`src/rtl/i2c_target.sv`:
```
// rtl/i2c_target.sv - I2C target: 7-bit address match, byte write/read, debug state_info
// Optional: define I2C_GLITCH_FILTER_EN for a 3-sample agreement filter on scl/sda.
module i2c_target #(
  parameter logic [6:0] ADDR = 7'h48
) (
  input  logic       clk,
  input  logic       reset,
  input  logic       scl_in,
  input  logic       sda_in,
  output logic       sda_oe,
  input  logic [7:0] tx_byte,
  output logic       tx_req,
  output logic [7:0] rx_byte,
  output logic       rx_valid,
  output logic       busy,
  output logic [3:0] state_info
);

  typedef enum logic [2:0] {
    S_IDLE      = 3'd0,
    S_ADDR      = 3'd1,
    S_ADDR_ACK  = 3'd2,
    S_WRITE     = 3'd3,
    S_WRITE_ACK = 3'd4,
    S_READ      = 3'd5,
    S_READ_ACK  = 3'd6,
    S_IGNORE    = 3'd7
  } state_t;

  logic [1:0] scl_sync, sda_sync;
  logic       scl_s, sda_s, scl_p, sda_p;

  always_ff @(posedge clk) begin
    if (reset) begin
      scl_sync <= 2'b11;
      sda_sync <= 2'b11;
    end else begin
      scl_sync <= {scl_sync[0], scl_in};
      sda_sync <= {sda_sync[0], sda_in};
    end
  end

`ifdef I2C_GLITCH_FILTER_EN
  // Filtered level follows the synchronizer only once three consecutive samples agree.
  logic [1:0] scl_hist, sda_hist;
  logic       scl_f, sda_f;

  always_ff @(posedge clk) begin
    if (reset) begin
      scl_hist <= 2'b11;
      sda_hist <= 2'b11;
      scl_f    <= 1'b1;
      sda_f    <= 1'b1;
    end else begin
      scl_hist <= {scl_hist[0], scl_sync[1]};
      sda_hist <= {sda_hist[0], sda_sync[1]};
      scl_f    <= scl_s;
      sda_f    <= sda_s;
    end
  end

  assign scl_s = (scl_sync[1] == scl_hist[0] && scl_hist[0] == scl_hist[1]) ? scl_sync[1] : scl_f;
  assign sda_s = (sda_sync[1] == sda_hist[0] && sda_hist[0] == sda_hist[1]) ? sda_sync[1] : sda_f;
`else
  assign scl_s = scl_sync[1];
  assign sda_s = sda_sync[1];
`endif

  always_ff @(posedge clk) begin
    if (reset) begin
      scl_p <= 1'b1;
      sda_p <= 1'b1;
    end else begin
      scl_p <= scl_s;
      sda_p <= sda_s;
    end
  end

  logic start_ev, stop_ev, rise_ev, fall_ev;
  assign start_ev = scl_s & scl_p & sda_p & ~sda_s;
  assign stop_ev  = scl_s & scl_p & ~sda_p & sda_s;
  assign rise_ev  = ~scl_p & scl_s;
  assign fall_ev  = scl_p & ~scl_s;

  state_t     state, state_n;
  logic [2:0] bit_cnt, cnt_n;
  logic       got8, got8_n;
  logic [7:0] shreg, shreg_n, tx_shift, tx_shift_n, rx_byte_n;
  logic       oe_n, rx_valid_n, tx_req_n, busy_n;

  always_ff @(posedge clk) begin
    if (reset) begin
      state    <= S_IDLE;
      bit_cnt  <= 3'd0;
      got8     <= 1'b0;
      shreg    <= 8'h00;
      tx_shift <= 8'h00;
      sda_oe   <= 1'b0;
      rx_byte  <= 8'h00;
      rx_valid <= 1'b0;
      tx_req   <= 1'b0;
      busy     <= 1'b0;
    end else begin
      state    <= state_n;
      bit_cnt  <= cnt_n;
      got8     <= got8_n;
      shreg    <= shreg_n;
      tx_shift <= tx_shift_n;
      sda_oe   <= oe_n;
      rx_byte  <= rx_byte_n;
      rx_valid <= rx_valid_n;
      tx_req   <= tx_req_n;
      busy     <= busy_n;
    end
  end

  // got8 marks that the 8th RISE of a byte (or the master ACK) has been seen.
  always_comb begin
    state_n    = state;
    cnt_n      = bit_cnt;
    got8_n     = got8;
    shreg_n    = shreg;
    tx_shift_n = tx_shift;
    oe_n       = sda_oe;
    rx_byte_n  = rx_byte;
    rx_valid_n = 1'b0;
    tx_req_n   = 1'b0;
    busy_n     = busy;
    if (start_ev) begin
      state_n = S_ADDR;
      cnt_n   = 3'd0;
      got8_n  = 1'b0;
      busy_n  = 1'b1;
      oe_n    = 1'b0;
    end else if (stop_ev) begin
      state_n = S_IDLE;
      cnt_n   = 3'd0;
      got8_n  = 1'b0;
      busy_n  = 1'b0;
      oe_n    = 1'b0;
    end else if (rise_ev) begin
      case (state)
        S_ADDR, S_WRITE: begin
          shreg_n = {shreg[6:0], sda_s};
          cnt_n   = bit_cnt + 3'd1;
          if (bit_cnt == 3'd7) begin
            got8_n = 1'b1;
            if (state == S_WRITE) begin
              rx_byte_n  = {shreg[6:0], sda_s};
              rx_valid_n = 1'b1;
            end
          end
        end
        S_READ: begin
          cnt_n = bit_cnt + 3'd1;
          if (bit_cnt == 3'd7) got8_n = 1'b1;
        end
        S_READ_ACK: begin
          if (sda_s) state_n = S_IGNORE;
          else       got8_n  = 1'b1;
        end
        default: ;
      endcase
    end else if (fall_ev) begin
      case (state)
        S_ADDR: begin
          if (got8) begin
            got8_n = 1'b0;
            if (shreg[7:1] == ADDR) begin
              oe_n    = 1'b1;
              state_n = S_ADDR_ACK;
            end else begin
              state_n = S_IGNORE;
            end
          end
        end
        S_ADDR_ACK: begin
          if (shreg[0]) begin
            tx_shift_n = tx_byte;
            tx_req_n   = 1'b1;
            oe_n       = ~tx_byte[7];
            state_n    = S_READ;
          end else begin
            oe_n    = 1'b0;
            state_n = S_WRITE;
          end
        end
        S_WRITE: begin
          if (got8) begin
            got8_n  = 1'b0;
            oe_n    = 1'b1;
            state_n = S_WRITE_ACK;
          end
        end
        S_WRITE_ACK: begin
          oe_n    = 1'b0;
          cnt_n   = 3'd0;
          state_n = S_WRITE;
        end
        S_READ: begin
          if (got8) begin
            got8_n  = 1'b0;
            oe_n    = 1'b0;
            state_n = S_READ_ACK;
          end else begin
            oe_n = ~tx_shift[3'd7 - bit_cnt];
          end
        end
        S_READ_ACK: begin
          if (got8) begin
            got8_n     = 1'b0;
            tx_shift_n = tx_byte;
            tx_req_n   = 1'b1;
            oe_n       = ~tx_byte[7];
            state_n    = S_READ;
          end
        end
        default: ;
      endcase
    end
  end

  assign state_info = {1'b0, state};

endmodule

```
`config.mk`:
```
export PLATFORM = sky130hd
export DESIGN_NAME = i2c_target
export DESIGN_NICKNAME = d
export VERILOG_FILES = /design/src/rtl/i2c_target.sv
export SDC_FILE = /design/constraint.sdc
export NUM_CORES = 1
export LEC_CHECK = 0
export CORE_MARGIN = 5
export CORE_UTILIZATION = 57
export CTS_BUF_LIST = sky130_fd_sc_hd__clkbuf_16
export CTS_CLUSTER_DIAMETER = 100
export DETAILED_ROUTE_END_ITERATION = 8
export HOLD_SLACK_MARGIN = 0.15
export PLACE_DENSITY = 0.83
export SYNTH_ARGS = -nofsm -noshare
export SYNTH_HDL_FRONTEND = slang
export SYNTH_SLANG_ARGS = --single-unit
```
`constraint.sdc`:
```
create_clock -name clk -period 3.8 [get_ports clk]
set_input_delay 0.76 -clock clk [delete_from_list [all_inputs] [get_ports clk]]
set_output_delay 0.76 -clock clk [all_outputs]
set_load 0.05 [all_outputs]
```
* Yosys cells after proc, flatten, opt, wreduce, memory -nomap -nowiden
Cells that the tools add are included.
** Word-level totals
- Input bits :: 12
- Output and inout bits :: 16
- Word-level logic and storage cells :: 129
- Register bits :: 41
** Cells by class
- $lt $le $gt $ge :: 1
- Bitwise gates (word level) :: 19
- Add/subtract/negate cells :: 2
- Equality and inequality tests :: 29
- Reduce and logical (&&, ||, !) cells :: 22
- Multiplexer cells :: 41
** Operators with widths (count)
- 2-to-1 mux 3 bit :: 14
- != test 5 bit, second input constant :: 4
- 2-to-1 mux 1 bit :: 19
- case mux 3 bit (6 select lines) :: 1
- 2-to-1 mux 8 bit :: 2
- case mux 8 bit (2 select lines) :: 1
- AND reduction 8 bit :: 2
- != test 3 bit, second input constant :: 5
- != test 2 bit, second input constant :: 7
- AND reduction 7 bit :: 2
- equality test 3 bit, second input constant :: 4
- inverter 1 bit :: 12
- nonzero test 2 bit :: 5
- nonzero test 8 bit :: 1
- AND 1 bit :: 7
- equality test 7 bit, second input constant :: 1
- equality test 3 x 2 -> 1 bit, second input constant :: 2
- != test 3 x 2 -> 1 bit, second input constant :: 2
- case mux 1 bit (6 select lines) :: 1
- AND reduction 6 bit :: 1
- nonzero test 6 bit :: 1
- OR reduction 3 bit :: 2
- OR reduction 6 bit :: 1
- AND reduction 5 bit :: 1
- other kinds (15) :: 16

* Longest topological paths before layout
- Depth in word-level cells :: 8
- Gate-level depth with buffers :: 8
- Gate-level depth less buffers :: 7

* Least setup slack after synthesis
No wires, ideal clock.
- Path type :: reg-to-reg
- Start :: reg state[1]
- End :: reg tx_shift[0]
- Setup slack :: 1.877 ns
- Path buffers :: 3
- Required time :: 3.672 ns
- Arrival time :: 1.795 ns
- Cell stages (with the launch flop) :: 8
- Library setup time :: 0.128 ns
- Period minus slack after synthesis :: 1.923 ns
- Path through :: dfxtp_1 > buf_4 > clkbuf_1 > nand3_1 > nand3b_1 > buf_2 > mux2i_1 > nor2_1
** Between the ends
- Longest elaborated chain between the ends :: 3
- Elaborated cells on any way between the ends :: 7
- Those cells by class :: eq/ne (4); mux (1); reduce/logical (2)
** Ends and longest elaborated chain
- start: declaration :: RTL line 85 : state_t state, state_n;
- start signal: assignment :: RTL line 104 : state <= state_n;
- equality test 3 x 2 -> 1 bit or equality test 3 bit (tied branches) :: RTL line 165 : case (state)
- != test 2 bit (no source line) or nonzero test 2 bit (tied branches)
- AND reduction 7 bit (no source line)
- end signal: assignment :: RTL line 108 : tx_shift <= tx_shift_n;
- end: declaration :: RTL line 88 : logic [7:0] shreg, shreg_n, tx_shift, tx_shift_n, rx_byte_n;
Several ways; a longest one is shown, not always the timed one.
A chain may end at the register's enable or synchronous reset.

* Worst setup path after layout
- Start :: reg state[1]
- End :: out state_info[1]
** RTL lines
- end: declaration :: RTL line 16 : output logic [3:0] state_info
No word-level cell between the ends.

==> flow_summary.json <==
{
  "outcome": "finished clean",
  "dpl_cell_area_mm2": 0.00224,
  "clock_latency_ns": 0.28,
  "grt_pass1_wl_um": 6930,
  "grt.total_usage_pct": 17.6,
  "htree_levels": 2,
  "synth_edf_count": 0,
  "clock-sinks": 41,
  "worstPathRequired_ns": 3.04,
  "area_growth_pct": 20.8,
  "max_stage_delay_ns": 0.93,
  "finalClockSkew_ns": 0.00479,
  "met1_length_um": 1910,
  "timing.final.crit_share_pct": 70.0,
  "dieArea_mm2": 0.00477,
  "netlist_instances": 215,
  "synth-async-reset-ratio_pct": 0,
  "final_cell_mix": "41 x dfxtp_1, 37 x nor2_1, 31 x mux2i_1, 26 x clkdlybuf4s50_1, 10 x or2_2",
  "fin_crit_ns": 2.66,
  "grt-ovfl-total": 0,
  "startpoint_type": "flop",
  "ys_seq_area_share_pct": 41.3,
  "setup_viol": 0,
  "finalMaxSlewViolations": 0,
  "vdd_drop_max_uv": 343,
  "cts_buffers": 5,
  "post-place-ws_ns": 1.40,
  "crit_fanout": 18,
  "tightest_slew_ns": 0.884,
  "cpLargestDelayFamily": "buffers and inverters",
  "grt_max_degree": 34,
  "final_antenna_net_count": 0,
  "final-hold-violation-count": 0,
  "cts_root_buffer": "clkbuf_16",
  "diodes": 0,
  "synth_nets": 232,
  "drc": 0,
  "max_freq_mhz": 376,
  "critical_path.cell_chain": "clkdlybuf4s50_1",
  "path_clk_slew_ns": 0.06,
  "viasPerCell": 5.41,
  "cts_repair_resize_count": 0,
  "core_area_mm2": 0.00336,
  "die_width_um": 69.1,
  "wl_met2_um": 1860,
  "slowest_stage": "clkdlybuf4s50_1",
  "cts_tree": "built",
  "syn_area_mm2": 0.00199,
  "drive_gt1_share_pct": 9.75,
  "vias": 1526,
  "leakage_nw": 0.908,
  "hold_ws_ns": 0.407,
  "fin_area_mm2": 0.00240,
  "initial_core_util_pct": 59.2,
  "wl_per_cell_um": 14.0,
  "worstSetupEndpointType": "output port",
  "mostFrequentLayoutCell": "dfxtp_1",
  "num_rows": 21,
  "powerDensity_mw_per_mm2": 410,
  "syn_area_per_cell_um2": 9.25,
  "cp.arrival_ns": 1.90,
  "dieHeight_um": 69.1,
  "ios": 28,
  "synth_cell_type_count": 46,
  "hpwl_um": 2740,
  "crit_type": "flop to output port",
  "dr.pass1.iters": 4,
  "worst_slack_ns": 1.14,
  "ys_ff_latch": 41,
  "grt_pass1_vias": 1462,
  "drt-initial-drc-count": 105,
  "cts_hold_buf": 0,
  "yosys_warnings": 0,
  "clockBufferDepth": 2,
  "highest_layer": "met4",
  "fillers": 281,
  "gp_congestion": 0.847,
  "io_buffers": 26,
  "drt-total-wl_um": 3940,
  "cts_setup_buffers": 0,
  "relSlewSlack_pct": 40.9,
  "critPathBufInv": 1,
  "hp-class": "flop to flop",
  "antenna_found_initial": 0,
  "setup_tns_ns": 0,
  "nets": 252,
  "ys.flop_type": "dfxtp_1",
  "cap_violations": 0,
  "rsz0062_at_grt": "no",
  "wl_met3_um": 140
}
power by group:
part / switching [mW] / internal [mW] / leakage (nW) / total [mW]
Clock: 0.155 / 0.307 / 0.0775 / 0.461
Sequential: 0.0114 / 0.435 / 0.332 / 0.447
Combinational: 0.0405 / 0.0357 / 0.499 / 0.0762
Total: 0.207 / 0.778 / 0.908 / 0.984
worst paths after layout:
kind,slack [ns],cells after the start,endpoint,from
setup / recovery,1.14,1,state_info[1],state[1]
hold / removal,0.41,1,sda_sync[1],sda_sync[0]
setup reg to reg,1.42,5,shreg[0],scl_sync[1]
hold reg to reg,0.41,1,sda_sync[1],sda_sync[0]
registers in the layout, summed over array words and instances, names as in the netlist, 2 cells and up:
name,flops
tx_shift,8
bit_cnt,3
sda_sync,2
shreg,8
scl_sync,2
rx_byte,8
state,3
area by class of cell:
cell class                      count  area, um^2  share of cell area (%)
Multi-Input combinational cell    155        1070                    44.6
Timing Repair Buffer               27         268                    11.1
Tap cell                           46        57.6                    2.39
Clock buffer                        5         125                    5.21
Clock inverter                      3        41.3                    1.72
Sequential cell                    41         821                    34.1
Inverter                            5        18.8                   0.781
kinds of logic (layout without fill, tap and decap cells):
kind of cell	after synthesis	in the layout	synth area share [%]
and+or+nand+nor	87	87	22.8
DFF	41	41	41.3
muxes	32	32	16.7
AOI/OAI and AO/OA	28	28	10.2
buffers and inverters	19	40	4.84
adders and majority gates	5	5	3.14
xor gates and xnor gates	2	2	0.881
other	1	1	0.188
cells in the mapped netlist, types with 2 or more instances:
cell | count | area share (%)
dfxtp_1 | 41 | 41
a211oi_1 | 2 | 0.75
clkbuf_1 | 5 | 0.94
nand2b_1 | 3 | 0.94
o21bai_1 | 2 | 0.75
a21oi_1 | 7 | 1.8
nor2_1 | 37 | 7.0
ha_1 | 5 | 3.1
o21ai_0 | 3 | 0.75
a311oi_1 | 3 | 1.3
buf_4 | 3 | 1.1
nor2b_1 | 7 | 2.2
mux2i_1 | 31 | 16
nand3_1 | 3 | 0.75
or2_2 | 10 | 3.1
inv_1 | 5 | 0.94
buf_2 | 5 | 1.3
and2_1 | 3 | 0.94
nor4b_1 | 2 | 0.88
nor3_1 | 7 | 1.8
nand2_1 | 6 | 1.1
through the flow:
| step | power (mW) | util [%] | std cells |
|---|---|---|---|
| after floorplan | 0.509 | - | 215 |
| after global placement | 0.531 | 66.5 | 274 |
| after detailed placement | 0.532 | 66.5 | 274 |
| after CTS | 0.994 | 71.5 | 282 |
| after global routing | 1.03 | 71.5 | 282 |
| final | 0.984 | 71.5 | 282 |
per-layer routing:
| layer | track usage [%] | vias up |
|---|---|---|
| met2 | 28.0 | 26 |
| met3 | 4.94 | 4 |
| met5 | 0 | - |
| met1 | 23.4 | 715 |
| li1 | - | 781 |
| met4 | 4.56 | 0 |
No activity file was read; power rests on OpenSTA's default activity.
